## src/rtl/flit_rx_monitor_pkg.sv

```systemverilog
// Shared definitions for the flit receive monitor: flit type codes, field
// positions, error codes, parameter defaults and a saturating adder.
package flit_rx_monitor_pkg;

    localparam int DATAW_DEF = 66;
    localparam int VCHW_DEF  = 1;
    localparam int LENW_DEF  = 16;

    // Type field occupies the two MSBs: [DATAW-1:DATAW-2].
    localparam int TYPEW       = 2;
    localparam int TYPE_HI_OFS = 1;   // DATAW - TYPE_HI_OFS is the type MSB
    localparam int TYPE_LO_OFS = 2;   // DATAW - TYPE_LO_OFS is the type LSB
    localparam int DSTW        = 32;  // destination lives in [31:0] of a HEAD

    typedef enum logic [TYPEW-1:0] {
        TYPE_NONE = 2'b00,
        TYPE_HEAD = 2'b01,
        TYPE_TAIL = 2'b10,
        TYPE_DATA = 2'b11
    } flit_type_e;

    typedef enum logic {
        ST_IDLE = 1'b0,
        ST_BODY = 1'b1
    } rx_state_e;

    localparam logic [1:0] ERR_NONE        = 2'd0;
    localparam logic [1:0] ERR_ORPHAN      = 2'd1;
    localparam logic [1:0] ERR_NESTED_HEAD = 2'd2;
    localparam logic [1:0] ERR_VCH         = 2'd3;

    // 32-bit add that sticks at all-ones instead of wrapping.
    function automatic logic [31:0] sat_add32(input logic [31:0] a, input logic [31:0] b);
        logic [32:0] sum;
        sum = {1'b0, a} + {1'b0, b};
        return sum[32] ? 32'hFFFF_FFFF : sum[31:0];
    endfunction

endpackage

```

## src/rtl/flit_popcount.sv

```systemverilog
// Combinational population count of a flit-wide vector (7-bit result).
module flit_popcount #(
    parameter int DATAW = 66
) (
    input  logic [DATAW-1:0] vec_i,
    output logic [6:0]       count_o
);

    // Sum of set bits; a plain adder chain that synthesis rebalances.
    always_comb begin
        count_o = '0;
        for (int i = 0; i < DATAW; i++) begin
            count_o = count_o + 7'(vec_i[i]);
        end
    end

endmodule

```

## src/rtl/flit_rx_monitor.sv

```systemverilog
// Sink for a router output port: parses HEAD/DATA/TAIL framing, reports
// completed packets, flags framing/VC errors and keeps statistics counters.
// Optional FLIT_TOGGLE_EN adds the bit-toggle (Hamming distance) counter;
// without it toggle_cnt is tied to zero and no previous-flit state exists.
//
// Interface: ivalid high means idata/ivch carry a flit that is consumed in
// that cycle. There is no ready/backpressure; every valid cycle is taken.
module flit_rx_monitor
    import flit_rx_monitor_pkg::*;
#(
    parameter int DATAW = DATAW_DEF,
    parameter int VCHW  = VCHW_DEF,
    parameter int LENW  = LENW_DEF
) (
    input  logic             clk,
    input  logic             rst,
    input  logic [DATAW-1:0] idata,
    input  logic             ivalid,
    input  logic [VCHW-1:0]  ivch,
    input  logic             clr,
    output logic             busy,
    output logic             pkt_done,
    output logic [LENW-1:0]  pkt_len,
    output logic [DSTW-1:0]  pkt_dst,
    output logic [VCHW-1:0]  pkt_vch,
    output logic             err,
    output logic [1:0]       err_code,
    output logic [31:0]      flit_cnt,
    output logic [31:0]      pkt_cnt,
    output logic [31:0]      toggle_cnt
);

    flit_type_e ftype;
    assign ftype = flit_type_e'(idata[DATAW-TYPE_HI_OFS:DATAW-TYPE_LO_OFS]);

    rx_state_e       state_q, state_d;
    logic [LENW-1:0] len_q, len_d;
    logic [DSTW-1:0] dst_q, dst_d;
    logic [VCHW-1:0] vch_q, vch_d;

    logic            pkt_done_q, pkt_done_d;
    logic [LENW-1:0] pkt_len_q, pkt_len_d;
    logic [DSTW-1:0] pkt_dst_q, pkt_dst_d;
    logic [VCHW-1:0] pkt_vch_q, pkt_vch_d;
    logic            err_q, err_d;
    logic [1:0]      err_code_q, err_code_d;
    logic [31:0]     flit_cnt_q, pkt_cnt_q;

    // Next-state and registered-output decode for the framing FSM.
    always_comb begin
        state_d    = state_q;
        len_d      = len_q;
        dst_d      = dst_q;
        vch_d      = vch_q;
        pkt_done_d = 1'b0;
        pkt_len_d  = pkt_len_q;
        pkt_dst_d  = pkt_dst_q;
        pkt_vch_d  = pkt_vch_q;
        err_d      = 1'b0;
        err_code_d = err_code_q;
        if (ivalid) begin
            case (state_q)
                ST_IDLE: begin
                    case (ftype)
                        TYPE_HEAD: begin
                            dst_d   = idata[DSTW-1:0];
                            vch_d   = ivch;
                            len_d   = '0;
                            state_d = ST_BODY;
                        end
                        TYPE_DATA, TYPE_TAIL: begin
                            err_d      = 1'b1;
                            err_code_d = ERR_ORPHAN;
                        end
                        default: ;
                    endcase
                end
                ST_BODY: begin
                    // VC check first so a nested HEAD below overrides its code.
                    if (ivch != vch_q) begin
                        err_d      = 1'b1;
                        err_code_d = ERR_VCH;
                    end
                    case (ftype)
                        TYPE_HEAD: begin
                            err_d      = 1'b1;
                            err_code_d = ERR_NESTED_HEAD;
                            dst_d      = idata[DSTW-1:0];
                            vch_d      = ivch;
                            len_d      = '0;
                        end
                        TYPE_DATA: begin
                            if (len_q != '1) len_d = len_q + LENW'(1);
                        end
                        TYPE_TAIL: begin
                            pkt_done_d = 1'b1;
                            pkt_len_d  = len_q;
                            pkt_dst_d  = dst_q;
                            pkt_vch_d  = vch_q;
                            state_d    = ST_IDLE;
                        end
                        default: ;
                    endcase
                end
                default: state_d = ST_IDLE;
            endcase
        end
    end

    // FSM, packet outputs and flit/packet counters; clr only touches counters.
    always_ff @(posedge clk) begin
        if (rst) begin
            state_q    <= ST_IDLE;
            len_q      <= '0;
            dst_q      <= '0;
            vch_q      <= '0;
            pkt_done_q <= 1'b0;
            pkt_len_q  <= '0;
            pkt_dst_q  <= '0;
            pkt_vch_q  <= '0;
            err_q      <= 1'b0;
            err_code_q <= ERR_NONE;
            flit_cnt_q <= '0;
            pkt_cnt_q  <= '0;
        end else begin
            state_q    <= state_d;
            len_q      <= len_d;
            dst_q      <= dst_d;
            vch_q      <= vch_d;
            pkt_done_q <= pkt_done_d;
            pkt_len_q  <= pkt_len_d;
            pkt_dst_q  <= pkt_dst_d;
            pkt_vch_q  <= pkt_vch_d;
            err_q      <= err_d;
            err_code_q <= err_code_d;
            if (clr) begin
                flit_cnt_q <= '0;
                pkt_cnt_q  <= '0;
            end else begin
                if (ivalid)     flit_cnt_q <= sat_add32(flit_cnt_q, 32'd1);
                if (pkt_done_d) pkt_cnt_q  <= sat_add32(pkt_cnt_q, 32'd1);
            end
        end
    end

`ifdef FLIT_TOGGLE_EN
    logic [DATAW-1:0] prev_flit_q;
    logic [31:0]      toggle_cnt_q;
    logic [6:0]       toggle_inc;

    flit_popcount #(.DATAW(DATAW)) u_popcount (
        .vec_i   (idata ^ prev_flit_q),
        .count_o (toggle_inc)
    );

    // Hamming distance between consecutive valid flits, accumulated.
    always_ff @(posedge clk) begin
        if (rst || clr) begin
            prev_flit_q  <= '0;
            toggle_cnt_q <= '0;
        end else if (ivalid) begin
            prev_flit_q  <= idata;
            toggle_cnt_q <= sat_add32(toggle_cnt_q, 32'(toggle_inc));
        end
    end

    assign toggle_cnt = toggle_cnt_q;
`else
    // Payload above the destination field only feeds the toggle counter.
    logic unused_payload;
    assign unused_payload = ^idata[DATAW-TYPE_LO_OFS-1:DSTW];
    assign toggle_cnt     = '0;
`endif

    // busy is the FSM state itself.
    assign busy     = (state_q == ST_BODY);
    assign pkt_done = pkt_done_q;
    assign pkt_len  = pkt_len_q;
    assign pkt_dst  = pkt_dst_q;
    assign pkt_vch  = pkt_vch_q;
    assign err      = err_q;
    assign err_code = err_code_q;
    assign flit_cnt = flit_cnt_q;
    assign pkt_cnt  = pkt_cnt_q;

endmodule

```

## config.mk

```make
export PLATFORM = sky130hd
export DESIGN_NAME = flit_rx_monitor
export DESIGN_NICKNAME = d
export VERILOG_FILES = /design/src/rtl/flit_rx_monitor_pkg.sv /design/src/rtl/flit_popcount.sv /design/src/rtl/flit_rx_monitor.sv
export SDC_FILE = /design/constraint.sdc
export NUM_CORES = 1
export LEC_CHECK = 0
export ABC_AREA = 0
export BUFFER_PORTS_ARGS = -buffer_cell sky130_fd_sc_hd__buf_4
export CAP_MARGIN = 20
export CELL_PAD_IN_SITES_DETAIL_PLACEMENT = 0
export CELL_PAD_IN_SITES_GLOBAL_PLACEMENT = 2
export CORE_MARGIN = 5
export CORE_UTILIZATION = 25
export DETAILED_ROUTE_END_ITERATION = 8
export PLACE_DENSITY = 0.7
export SLEW_MARGIN = 20
export SYNTH_ARGS = -nofsm -noshare
export SYNTH_HDL_FRONTEND = slang
export SYNTH_SLANG_ARGS = --single-unit
```

## constraint.sdc

```tcl
create_clock -name clk -period 2.27 [get_ports clk]
set_input_delay 0.3405 -clock clk [delete_from_list [all_inputs] [get_ports clk]]
set_output_delay 0.3405 -clock clk [all_outputs]
set_load 0.02 [all_outputs]
```

==> results.tsv <==
metric	value	unit
cp.arrival	2.38	ns
drt-initial-drc-count	350	
cts.sinks	167	
worstSetupPathDepth	6	
start_util	25.4	%
cap_viol_max_count	0	
crit_top_cell	nand2_1	
grt_pass1_wl	36.4	mm
worst-r2r-cell-count	6	
route.detailed.drc	0	
required	2.59	ns
htree_levels	4	
hold_class	input port to flip-flop	
grt_antenna_before_repair	0	
antenna_left	0	
holdPathStages	3	
cp-startpoint	len_q[0]	
ys_seq_area_share	45.6	%
die_w	181	um
setup_viol	0	
cts_tree	done	
synth-main-ff-cell	dfxtp_1	
grt_pass1_vias	6495	
syn_inst	907	
syn_avg_cell_area	8.09	um^2
p_leak	3.49	nW
setup-tns-final	0	ns
dp_hpwl	15.6	mm
power_density	645	nW/um^2
final_util	33.0	%
ys_warn_count	0	
num-fill-cells	3143	
end_kind	flip-flop	
die_h	181	um
crit_fanout	7	
worst_setup_path_start_kind	flip-flop	
die-area	32900	um^2
root_buffer	clkbuf_16	
crit_chain	ha_1, nand2_1, nor3_2, nand2_1, and3_1, a2111oi_2	
hold_buffers	0	
ctsLongestPathBuffers	2	
grt-ovfl-total	0	
grt_max_degree	50	
cp_top_family	simple AND/OR/NAND/NOR gates	
dr.pass1.iters	6	
clk_latency	0.43	ns
diodes	0	
cts_buffers	17	
ys_async_sr_fraction	0	%
clock.fmax	486	MHz
ys_ff_latch	167	
period_share	90.6	%
rsz0062_at_grt	no	
slew_headroom	58.8	%
vias	6619	
place_congestion	0.762	
viasPerCell	4.53	
status	finished clean	
crit_slowest_cell	dfxtp_1	
rr_startpoint	len_q[0]	
track_usage	13.5	%
holdCritStartpoint	idata[10]	
clk_pin_slew	0.08	ns
wl_per_cell	15.4	um
rows	62	
path_class	flip-flop to flip-flop	
numPortBuffers	156	
slew_violations	0	
coreArea	28900	um^2
drive_gt1_share	23.0	%
wirelength	22.6	mm
period_minus_slack	2.06	ns
yosysUniqueCellTypes	59	
synthToLayoutAreaGrowth	29.8	%
layout.nets	1138	
worst-path-buf-inv	0	
finalHoldViolCount	0	
max_stage_delay	0.46	ns
synth_edf_count	0	
io_pins	221	
max-vdd-ir-drop	0.411	mV
worstMarginPinSlew	0.618	ns
syn_area	7340	um^2
finClkSkew	0.0155	ns
worst paths after layout:
| kind | to | slack [ns] |
|---|---|---|
| setup / recovery | len_q[6] | 0.21 |
| hold / removal | dst_q[10] | 0.15 |
| setup reg to reg | len_q[6] | 0.21 |
| hold reg to reg | pkt_dst[14] | 0.45 |
power breakdown:
group | leakage, nW | switching (W) | internal (W)
Combinational | 1.86 | 0.000207 | 0.0000991
Clock | 0.282 | 0.00140 | 0.00147
Sequential | 1.35 | 0.0000162 | 0.00296
timing repair:
action                     CTS  global route
setup buffers                0             2
gates resized for setup      0             1
setup endpoints to repair    0            27
Yosys cell counts (2+ instances only):
cell        n  share of area [%]
a211oi_1    2               0.20
a21oi_1   147                 10
a311oi_1    2               0.24
a31o_2      2               0.24
a31oi_1    10               0.85
and2_1      6               0.51
and3_1     12                1.0
and4_1     12                1.4
buf_1       4               0.20
buf_2      10               0.68
buf_4      33                3.4
buf_6       2               0.31
clkbuf_1   38                1.9
dfxtp_1   167                 46
ha_1        3               0.51
inv_1      11               0.56
mux2i_1     3               0.41
nand2_1   213                 11
nand3_1    28                1.9
nand4_1    23                2.0
nor2_1     30                1.5
nor2b_1     2               0.17
nor3_1     23                1.6
nor3_2      3               0.41
nor4_1     11               0.94
nor4_2      4               0.68
o211ai_1    5               0.51
o21ai_0    12               0.82
o22ai_1     2               0.17
o311ai_0    2               0.24
o31ai_1     4               0.41
or2_2       2               0.17
or3_1       6               0.51
or4_1       2               0.20
xnor2_1    29                3.5
xor2_1     19                2.3
layout make-up:
type / instances / area, um^2 / area share [%]
multi-input combinational: 672 / 3590 / 37.7
sequential: 167 / 3340 / 35.1
timing repair buffer: 195 / 1490 / 15.6
tap: 384 / 480 / 5.05
clock buffer: 17 / 425 / 4.47
clock inverter: 15 / 151 / 1.59
inverter: 11 / 41.3 / 0.434
cell usage in the layout, fill, tap and decap left out, types with 10 or more instances in the layout:
master and instances:
nor3_1 23, inv_1 11, clkbuf_16 17, xnor2_1 29, nand2_1 213, nor2_1 28, xor2_1 19, and4_1 12
dfxtp_1 167, o21ai_0 12, conb_1 32, nand3_1 28, nor4_1 11, nand4_1 23, and3_1 12, buf_4 193
a21oi_1 147, a31oi_1 10
sequential cells by signal, indices dropped and copies added, names as in the netlist:
| name | count |
|---|---|
| pkt_len | 16 |
| vch_q | 1 |
| dst_q | 32 |
| err_code | 2 |
| pkt_dst | 32 |
| flit_cnt | 32 |
| err | 1 |
| busy | 1 |
| pkt_done | 1 |
| pkt_vch | 1 |
| pkt_cnt | 32 |
| len_q | 16 |
per-layer routing:
layer	global-route usage (%)	part of all wire, %	up-vias
met2	22.0	46	132
met5	0	0	-
li1	-	-	3392
met3	4.16	6.0	14
met4	2.91	0.86	0
met1	17.6	47	3081
cell families (layout without fill, tap and decap cells):
logic type                 Yosys count  count (layout)  synth area share, %
other                                1              32               0.0511
buffers and inverters               99             238                 7.15
AOI/OAI and AO/OA                  198             198                 15.0
adders and majority gates            3               3                0.512
DFF                                167             167                 45.6
and+or+nand+nor                    387             387                 25.4
muxes                                4               4                0.563
xor gates and xnor gates            48              48                 5.73
through the flow:
step / hold slack, ns / total power [W] / cell area (um^2) / instances / setup slack (ns)
floorplan: 0.432 / 0.00326 / 7450 / 938 / 0.270
global placement: 0.438 / 0.00335 / 8930 / 1427 / 0.144
detailed placement: 0.443 / 0.00335 / 8930 / 1427 / 0.131
CTS: 0.127 / 0.00627 / 9500 / 1459 / 0.115
global route: 0.140 / 0.00641 / 9520 / 1461 / 0.0306
finish: 0.154 / 0.00614 / 9520 / 1461 / 0.212
tightest hold or removal path, stage by stage:
cell and delay (ns):
buf_4 0.11, nand2_1 0.04, a21oi_1 0.05
Note: power is estimated with default switching activity, not from simulation.
